File: config.mk
export PLATFORM = sky130hd
export DESIGN_NAME = imem_loader_flat
export DESIGN_NICKNAME = d
export VERILOG_FILES = /design/src/rtl/imem_loader_if.sv /design/src/rtl/imem_loader.sv /design/src/flat_wrapper.sv
export SDC_FILE = /design/constraint.sdc
export NUM_CORES = 1
export LEC_CHECK = 0
export ABC_AREA = 1
export BUFFER_PORTS_ARGS = -buffer_cell sky130_fd_sc_hd__buf_4
export CAP_MARGIN = 15
export CORE_MARGIN = 2
export CORE_UTILIZATION = 35
export CTS_CLUSTER_SIZE = 40
export DETAILED_ROUTE_END_ITERATION = 8
export PLACE_DENSITY_LB_ADDON = 0.25
export SLEW_MARGIN = 10
export SYNTH_ARGS = -nofsm -noshare
export SYNTH_HDL_FRONTEND = slang
export SYNTH_SLANG_ARGS = --single-unit
File: constraint.sdc
create_clock -name clk -period 2.1 [get_ports clk]
set_input_delay 0.105 -clock clk [delete_from_list [all_inputs] [get_ports clk]]
set_output_delay 0.105 -clock clk [all_outputs]
set_load 0.1 [all_outputs]
File: src/rtl/imem_loader_if.sv
// imem_loader_if: byte-stream handshake feeding the program loader.
//   s_byte_valid : producer has a byte this cycle
//   s_byte_data  : the byte (little-endian order within words)
//   s_byte_ready : loader accepts the byte this cycle
// Modports: master = byte producer (UART/host), slave = imem_loader.
interface imem_loader_if;
  logic       s_byte_valid;
  logic [7:0] s_byte_data;
  logic       s_byte_ready;

  modport master (output s_byte_valid, output s_byte_data, input s_byte_ready);
  modport slave  (input s_byte_valid, input s_byte_data, output s_byte_ready);
endinterface

File: src/rtl/imem_loader.sv
// imem_loader: length-prefixed byte-stream program loader for the core's
// instruction memory. Frame = 4-byte word count N (LSB first), then N words
// (LSB first), then a 4-byte checksum word when LOADER_CHECKSUM_EN is defined
// (sum of data words mod 2^32). The core is held in reset except in DONE.
// Ports:
//   clk, reset        clock, synchronous active-high reset
//   start             single-cycle pulse that begins a load (IDLE/DONE/ERR)
//   s_byte            byte stream (imem_loader_if.slave)
//   imem_we/addr/wdata registered single-port imem write
//   core_hold         1 = core held in reset
//   busy/done/error   load in progress / last load ok / last load aborted
//   words_loaded      data words written in the current or last load
// Optional feature macro: LOADER_CHECKSUM_EN.
module imem_loader #(
  parameter int unsigned IMEM_WORDS = 1024,
  parameter int unsigned ADDR_W     = $clog2(IMEM_WORDS)
) (
  input  logic              clk,
  input  logic              reset,
  input  logic              start,
  imem_loader_if.slave      s_byte,
  output logic              imem_we,
  output logic [ADDR_W-1:0] imem_addr,
  output logic [31:0]       imem_wdata,
  output logic              core_hold,
  output logic              busy,
  output logic              done,
  output logic              error,
  output logic [ADDR_W:0]   words_loaded
);

  localparam logic [2:0] S_IDLE = 3'd0;
  localparam logic [2:0] S_LEN  = 3'd1;
  localparam logic [2:0] S_DATA = 3'd2;
  localparam logic [2:0] S_CSUM = 3'd3;
  localparam logic [2:0] S_DONE = 3'd4;
  localparam logic [2:0] S_ERR  = 3'd5;

  logic [2:0]      state;
  logic [1:0]      byte_cnt;
  logic [23:0]     byte_buf;   // bytes 0..2 of the word being assembled
  logic [ADDR_W:0] len_q;
  logic [ADDR_W:0] wl_next;
  logic [31:0]     word_in;
  logic            accept;
  logic            last_byte;
`ifdef LOADER_CHECKSUM_EN
  logic [31:0]     acc;
`endif

  assign busy      = (state == S_LEN) || (state == S_DATA) || (state == S_CSUM);
  assign done      = (state == S_DONE);
  assign error     = (state == S_ERR);
  assign core_hold = (state != S_DONE);

  assign s_byte.s_byte_ready = busy;
  assign accept    = s_byte.s_byte_valid && busy;
  assign last_byte = accept && (byte_cnt == 2'd3);
  // The 4th byte is combined directly so the word is usable on its handshake edge.
  assign word_in   = {s_byte.s_byte_data, byte_buf};
  assign wl_next   = words_loaded + {{ADDR_W{1'b0}}, 1'b1};

  always_ff @(posedge clk) begin
    if (reset) begin
      state        <= S_IDLE;
      byte_cnt     <= '0;
      byte_buf     <= '0;
      len_q        <= '0;
      words_loaded <= '0;
      imem_we      <= 1'b0;
      imem_addr    <= '0;
      imem_wdata   <= '0;
`ifdef LOADER_CHECKSUM_EN
      acc          <= '0;
`endif
    end else begin
      imem_we <= 1'b0;

      if (accept) begin
        byte_cnt <= byte_cnt + 2'd1;
        case (byte_cnt)
          2'd0:    byte_buf[7:0]   <= s_byte.s_byte_data;
          2'd1:    byte_buf[15:8]  <= s_byte.s_byte_data;
          2'd2:    byte_buf[23:16] <= s_byte.s_byte_data;
          default: ;
        endcase
      end

      case (state)
        S_IDLE, S_DONE, S_ERR: begin
          if (start) begin
            state        <= S_LEN;
            byte_cnt     <= '0;
            words_loaded <= '0;
`ifdef LOADER_CHECKSUM_EN
            acc          <= '0;
`endif
          end
        end
        S_LEN: begin
          if (last_byte) begin
            if (word_in > IMEM_WORDS) begin
              state <= S_ERR;
            end else if (word_in == '0) begin
`ifdef LOADER_CHECKSUM_EN
              state <= S_CSUM;
`else
              state <= S_DONE;
`endif
            end else begin
              len_q <= word_in[ADDR_W:0];
              state <= S_DATA;
            end
          end
        end
        S_DATA: begin
          if (last_byte) begin
            imem_we      <= 1'b1;
            imem_addr    <= words_loaded[ADDR_W-1:0];
            imem_wdata   <= word_in;
            words_loaded <= wl_next;
`ifdef LOADER_CHECKSUM_EN
            acc          <= acc + word_in;
`endif
            if (wl_next == len_q) begin
`ifdef LOADER_CHECKSUM_EN
              state <= S_CSUM;
`else
              state <= S_DONE;
`endif
            end
          end
        end
`ifdef LOADER_CHECKSUM_EN
        S_CSUM: begin
          if (last_byte) state <= (word_in == acc) ? S_DONE : S_ERR;
        end
`endif
        default: state <= S_IDLE;
      endcase
    end
  end

endmodule

File: src/flat_wrapper.sv
// flat-port wrapper written by rule: the top's interface ports become plain ports
module imem_loader_flat 
#(
  parameter int unsigned IMEM_WORDS = 1024,
  parameter int unsigned ADDR_W     = $clog2(IMEM_WORDS)
)
  (clk, reset, start, imem_we, imem_addr, imem_wdata, core_hold, busy, done, error, words_loaded, s_byte_s_byte_valid, s_byte_s_byte_data, s_byte_s_byte_ready);
  imem_loader_if s_byte_i ();
  input  logic clk;
  input  logic reset;
  input  logic start;
  output logic imem_we;
  output logic [ADDR_W-1:0] imem_addr;
  output logic [31:0] imem_wdata;
  output logic core_hold;
  output logic busy;
  output logic done;
  output logic error;
  output logic [ADDR_W:0] words_loaded;
  input wire logic [$bits(s_byte_i.s_byte_valid)-1:0] s_byte_s_byte_valid;
  input wire logic [$bits(s_byte_i.s_byte_data)-1:0] s_byte_s_byte_data;
  output wire logic [$bits(s_byte_i.s_byte_ready)-1:0] s_byte_s_byte_ready;
  assign s_byte_i.s_byte_valid = s_byte_s_byte_valid;
  assign s_byte_i.s_byte_data = s_byte_s_byte_data;
  assign s_byte_s_byte_ready = s_byte_i.s_byte_ready;
  imem_loader #(.IMEM_WORDS(IMEM_WORDS), .ADDR_W(ADDR_W)) u_core (.clk(clk), .reset(reset), .start(start), .s_byte(s_byte_i), .imem_we(imem_we), .imem_addr(imem_addr), .imem_wdata(imem_wdata), .core_hold(core_hold), .busy(busy), .done(done), .error(error), .words_loaded(words_loaded));
endmodule
==> results.cfg, run 1 <==
[timing]
tightest_slew_ns = 0.616
fin_skew_ns = 0.00974
finalCritPeriodShare_pct = 90.6
slew_viol_final = 0
rsz0062_at_grt = no
setup_slack_ns = 0.198
hold_slack_ns = 0.0837
timing.fmax_ghz = 0.526
fin_crit_ns = 1.90
setup_viol = 0
hold_violations = 0
relSlewSlack_pct = 58.9

[worst_setup_path]
reg2reg_depth = 14
critPathLaunchType = register
worst-path-buf-inv = 0
crit_cells = 14
crit_family = simple AND/OR/NAND/NOR gates
reg2reg_setup_slack_ns = 0.20
endpoint_kind = register
worstSetupPathType = register to register
worstSetupEndpoint = u_core.state[1]
startpoint = u_core.words_loaded[0]
worst_path_max_delay_cell = dfxtp_4
max_stage_delay_ns = 0.38
r2r-end = u_core.state[1]
path_cells = ha_1 > nand3_1 > nor2_4 > nand2_1 > nand2_1 > nand2_1 > nand2_1 > nand2_1 > nor2_1 > nand3_1 > nand2_2 > nand2_2 > nor2_1 > nor2_1
critPathMostFrequentCell = nand2_1
crit_arrival_ns = 2.15
reg2reg_from = u_core.words_loaded[0]
required_ns = 2.35
critPathMaxFanout = 7

[synth]
synth_top_family_by_area = simple AND/OR/NAND/NOR gates
synthArstFlopShare_pct = 0
synth_xor_area_share_pct = 0
ys_seq_area_share_pct = 45.5
ys_seq_elements = 94
synth_nets = 599
yosysTopAreaCell = dfxtp_1
synth_edf_count = 0
yosys_warnings = 0
synth_ff_type = dfxtp_1
synth_compound_gate_area_share_pct = 16.4
ys_top_cells_by_area = dfxtp_1, a21oi_1, nor2_1, nand2_1, inv_1
synth-simple-area-share_pct = 26.6
postSynthCellCount = 582
synth_top_area_share_pct = 45.5
synth_area_mm2 = 0.00414
synthMuxAreaShare_pct = 0
synth_cell_types = 27
yosys.area_share.adder_pct = 1.51
avgSynthCellArea_um2 = 7.11

[layout]
final_cell_mix = nor2_1, a21oi_1, nand2_1, dfxtp_1, buf_4
diodes = 0
layout_commonest_cell = nor2_1
final_layout_size_suffix_gt1_share_pct = 18.1
synthToLayoutAreaGrowth_pct = 23.3
instances_no_fill = 791
nets = 660
fillers = 1211
final_util_pct = 44.5

[routing]
wl_per_cell_um = 13.4
dr.pass1.iters = 4
drc = 0
ant_nets = 0
avgViaCountPerCell = 4.94
vias = 3904
drt_iter0_markers = 200
finalWirelength_mm = 10.6

[clock_tree]
clk_latency_ns = 0.35
cts_root_buf = clkbuf_16
hold_buffers = 0
cts-buffers-inserted = 9
cts_resized = 0
htree_num_levels = 3
clk_pin_slew_ns = 0.07
cts_sinks = 94
post_cts_buffers = 0
clockBufferDepth = 2
cts_tree = done

[job]
cap_viol_max_count = 0

[die]
rows = 39
io_pins = 71
coreArea_mm2 = 0.0115
die_h_um = 113
dieArea_mm2 = 0.0127
initial_core_util_pct = 36.1
die-width_um = 113

[power]
leakage_nw = 2.04
powerDensity_mw_per_mm2 = 907
power_mw = 4.63
ir_drop_uv = 458

[worst_hold_path]
hp-class = input port to register

[grt]
gr-total-overflow = 0
grt_pass1_wl_mm = 17.7
antenna_found_initial = 0
grt_pass1_vias = 3714
grt_max_degree = 57
grt_usage_pct = 17.3

[placed_design]
hpwl_mm = 7.68
gp_congestion = 0.848
placedCellCount = 775
dp_slack_ns = 0.214
portBuffers = 70

[status]
status = finished clean
-- sequential cells by signal (all words and copies together), names as in the netlist --
| signal | cells |
|---|---|
| u_core.len_q | 11 |
| u_core.imem_we | 1 |
| u_core.imem_wdata | 32 |
| u_core.words_loaded | 11 |
| u_core.state | 3 |
| u_core.imem_addr | 10 |
| u_core.byte_buf | 24 |
| u_core.byte_cnt | 2 |
-- synth_stat cells, types with 5 or more instances --
| cell type | n |
|---|---|
| nor2_1 | 92 |
| nand2_1 | 88 |
| nand3_1 | 33 |
| dfxtp_1 | 94 |
| ha_1 | 5 |
| buf_2 | 8 |
| a21oi_1 | 90 |
| inv_1 | 71 |
| nand4_1 | 19 |
| clkbuf_1 | 15 |
| o21ai_0 | 38 |
-- worst min path at each step --
| stage | start | end | slack, ns | cells past startpoint |
|---|---|---|---|---|
| after global placement | s_byte_s_byte_data[5] | u_core.byte_buf[5] | 0.43 | 3 |
| final | s_byte_s_byte_data[5] | u_core.byte_buf[13] | 0.08 | 3 |
| after CTS | s_byte_s_byte_data[5] | u_core.byte_buf[13] | 0.07 | 3 |
| after detailed placement | s_byte_s_byte_data[5] | u_core.byte_buf[13] | 0.44 | 3 |
| after global routing | s_byte_s_byte_data[7] | u_core.byte_buf[7] | 0.09 | 3 |
| after floorplan | s_byte_s_byte_data[7] | u_core.byte_buf[23] | 0.27 | 2 |
-- worst reg2reg max path: stages (launching register included) --
cell and delay, ns:
dfxtp_4 0.38, ha_1 0.25, nand3_1 0.19, nor2_4 0.17, nand2_1 0.06, nand2_1 0.08
nand2_1 0.08, nand2_1 0.08, nand2_1 0.06, nor2_1 0.08, nand3_1 0.10, nand2_2 0.08
nand2_2 0.06, nor2_1 0.09, nor2_1 0.05
-- kinds of logic (layout without fill, tap and decap cells) --
| kind of cell | after synthesis | after routing |
|---|---|---|
| buffers and inverters | 101 | 167 |
| AO/OA/AOI/OAI | 134 | 134 |
| adder cells (fa/ha/maj) | 5 | 5 |
| AND/OR/NAND/NOR | 248 | 248 |
| flip-flops | 94 | 94 |
-- per-layer routing --
metal	global-route usage, %	wire length, um	vias to the layer above
li1	-	-	2012
met1	21.0	4770	1783
met2	29.7	5150	94
met3	3.27	470	15
met4	7.89	211	0
met5	0	0	-
-- per-stage QoR --
step | cell area (um^2) | setup TNS (ns)
after floorplan | 4170 | -0.138
after global placement | 4810 | 0
after detailed placement | 4810 | 0
after CTS | 5100 | 0
after global routing | 5100 | 0
final | 5100 | 0
-- where the power goes --
part | leakage (nW) | switching, mW | internal [mW]
clock network | 0.144 | 0.782 | 0.843
logic | 1.13 | 0.788 | 0.252
registers | 0.763 | 0.0867 | 1.88
total | 2.04 | 1.66 | 2.97
-- area by class of cell --
class / instances / area (um^2) / area share [%]
Inverter: 73 / 274 / 5.37
Clock buffer: 9 / 225 / 4.41
Timing Repair Buffer: 78 / 598 / 11.7
Multi-Input combinational cell: 387 / 1860 / 36.4
Tap cell: 143 / 179 / 3.51
Clock inverter: 7 / 72.6 / 1.42
Sequential cell: 94 / 1900 / 37.2
Note: power is estimated with default switching activity, not from simulation.
==> run 2: changes to the inputs <==
--- a/config.mk
+++ b/config.mk
@@ -6,13 +6,14 @@
 export NUM_CORES = 1
 export LEC_CHECK = 0
 export ABC_AREA = 1
-export BUFFER_PORTS_ARGS = -buffer_cell sky130_fd_sc_hd__buf_4
 export CAP_MARGIN = 15
 export CORE_MARGIN = 2
 export CORE_UTILIZATION = 35
 export CTS_CLUSTER_SIZE = 40
 export DETAILED_ROUTE_END_ITERATION = 8
+export DONT_BUFFER_PORTS = 1
 export PLACE_DENSITY_LB_ADDON = 0.25
+export RECOVER_POWER = 25
 export SLEW_MARGIN = 10
 export SYNTH_ARGS = -nofsm -noshare
 export SYNTH_HDL_FRONTEND = slang
==> constraint.sdc (replaced) <==
create_clock -name clk -period 2.16 [get_ports clk]
set_input_delay 0.108 -clock clk [delete_from_list [all_inputs] [get_ports clk]]
set_output_delay 0.108 -clock clk [all_outputs]
set_load 0.1 [all_outputs]
==> run 2 against run 1 <==
Against the previous run: power shrank 4.5%; global-route usage shrank 0.23 points; via count is 0.69% lower; die area is the same; largest power group unchanged; critical endpoint unchanged.
==> results.cfg, run 2 (synthesis results as in run 1) <==
[die]
io_pins = 71
dieArea_mm2 = 0.0127
rows = 39
die_h_um = 113
die-width_um = 113
initial_core_util_pct = 36.1
coreArea_mm2 = 0.0115

[worst_setup_path]
reg2reg_setup_slack_ns = 0.25
critPathMostFrequentCell = nand2_1
critPathLaunchType = register
required_ns = 2.43
path_cells = ha_1 > nand3_1 > nor2_4 > nand2_1 > nand2_1 > nand2_1 > nand2_1 > nand2_1 > nor2_1 > nand3_1 > nand2_2 > nand2_2 > nand2_1 > nand2_1 > nor2_1
crit_family = simple AND/OR/NAND/NOR gates
worstSetupPathType = register to register
r2r-end = u_core.state[1]
worst_path_max_delay_cell = dfxtp_2
crit_arrival_ns = 2.18
max_stage_delay_ns = 0.38
worst-path-buf-inv = 0
reg2reg_from = u_core.words_loaded[0]
reg2reg_depth = 15
critPathMaxFanout = 7
endpoint_kind = register

[layout]
largest-register = u_core.imem_wdata
reg_top3 = u_core.imem_wdata: 32 flops, u_core.byte_buf: 24 flops
final_layout_size_suffix_gt1_share_pct = 9.94
diodes = 0
layout_commonest_cell = nor2_1
synthToLayoutAreaGrowth_pct = 19.8
instances_no_fill = 787
final_cell_mix = nor2_1, a21oi_1, nand2_1, dfxtp_1, inv_1
nets = 656
largest_reg_flops = 32

[clock_tree]
cts_tree = done
cts_root_buf = clkbuf_16
cts_resized = 0
htree_num_levels = 3
post_cts_buffers = 0
clk_latency_ns = 0.34
clk_pin_slew_ns = 0.07
cts_sinks = 94
cts-buffers-inserted = 9
clockBufferDepth = 2

[grt]
grt_usage_pct = 17.1
grt_use_met3_pct = 5.84
antenna_found_initial = 0
gr-total-overflow = 0
use_met2_pct = 27.8
grt_pass1_wl_mm = 17.7
grt_max_degree = 82
grt_use_met1_pct = 21.4
grt_pass1_vias = 3564
grt.busiest_layer = met2

[timing]
relSlewSlack_pct = 18.1
timing.fmax_ghz = 0.523
tightest_slew_ns = 1.23
tns_ns = 0
fin_skew_ns = 0.0101
setup_slack_ns = 0.249
finalCritPeriodShare_pct = 88.5
setup_viol = 0
fin_crit_ns = 1.91
slew_viol_final = 0
rsz0062_at_grt = no
hold_violations = 0

[worst_hold_path]
min_from = start
hold_path_end = u_core.byte_cnt[0]
hp-class = input port to register
whs_path_depth = 3

[routing]
vias = 3877
wl_per_cell_um = 13.3
drt_iter0_markers = 188
finalWirelength_mm = 10.5
drc = 0
avgViaCountPerCell = 4.93
ant_nets = 0
dr.pass1.iters = 4

[status]
status = finished clean

[placed_design]
dp_slack_ns = 0.280
portBuffers = 0
gp_congestion = 0.853
placedCellCount = 761
hpwl_mm = 7.31

[power]
ir_drop_uv = 545
power_mw = 4.42
powerDensity_mw_per_mm2 = 891
leakage_nw = 1.85

[job]
cap_viol_max_count = 0
==> run 2: timing repair <==
action,in CTS,in global routing
hold endpoints to repair,90,0
setup endpoints to repair,0,0
hold buffers,10,0
==> run 2: worst max-delay path by stage <==
stage | start | to | slack (ns) | depth (start not counted)
finish | u_core.words_loaded[0] | u_core.state[1] | 0.25 | 15
global route | u_core.words_loaded[0] | u_core.state[1] | 0.008 | 15
CTS | u_core.words_loaded[0] | u_core.state[1] | 0.26 | 15
detailed placement | u_core.words_loaded[0] | u_core.state[1] | 0.28 | 15
global placement | u_core.words_loaded[0] | u_core.state[1] | 0.39 | 15
floorplan | u_core.state[0] | core_hold | -0.08 | 4
==> run 2: layout make-up <==
type,count,area (um^2)
Clock inverter,5,42.5
Inverter,73,274
Clock buffer,11,243
Timing Repair Buffer,74,468
Fill cell,1192,6510
Multi-Input combinational cell,387,1860
Tap cell,143,179
Sequential cell,94,1890
==> run 2: through the flow <==
step                      util [%]  hold slack, ns  instance area, um^2
after floorplan                  -           0.273                 4160
after global placement        41.0           0.186                 4700
after detailed placement      41.0           0.188                 4700
after CTS                     44.5          0.0283                 5100
after global routing          43.3          0.0790                 4960
final                         43.3          0.0434                 4960
==> run 2: worst min-delay path: stages <==
cell and delay (ns):
nand2_1 0.08, nand2_1 0.11, a21oi_1 0.05
==> run 2: routing by layer <==
metal | vias up | wire (um)
met2 | 96 | 4880
met3 | 12 | 699
met1 | 1760 | 4730
met4 | 0 | 176
met5 | - | 0
li1 | 2009 | -
==> run 2: power breakdown <==
| part | switching [mW] | internal [mW] |
|---|---|---|
| Sequential | 0.0851 | 1.83 |
| Combinational | 0.768 | 0.236 |
| Clock | 0.680 | 0.825 |
| Total | 1.53 | 2.89 |
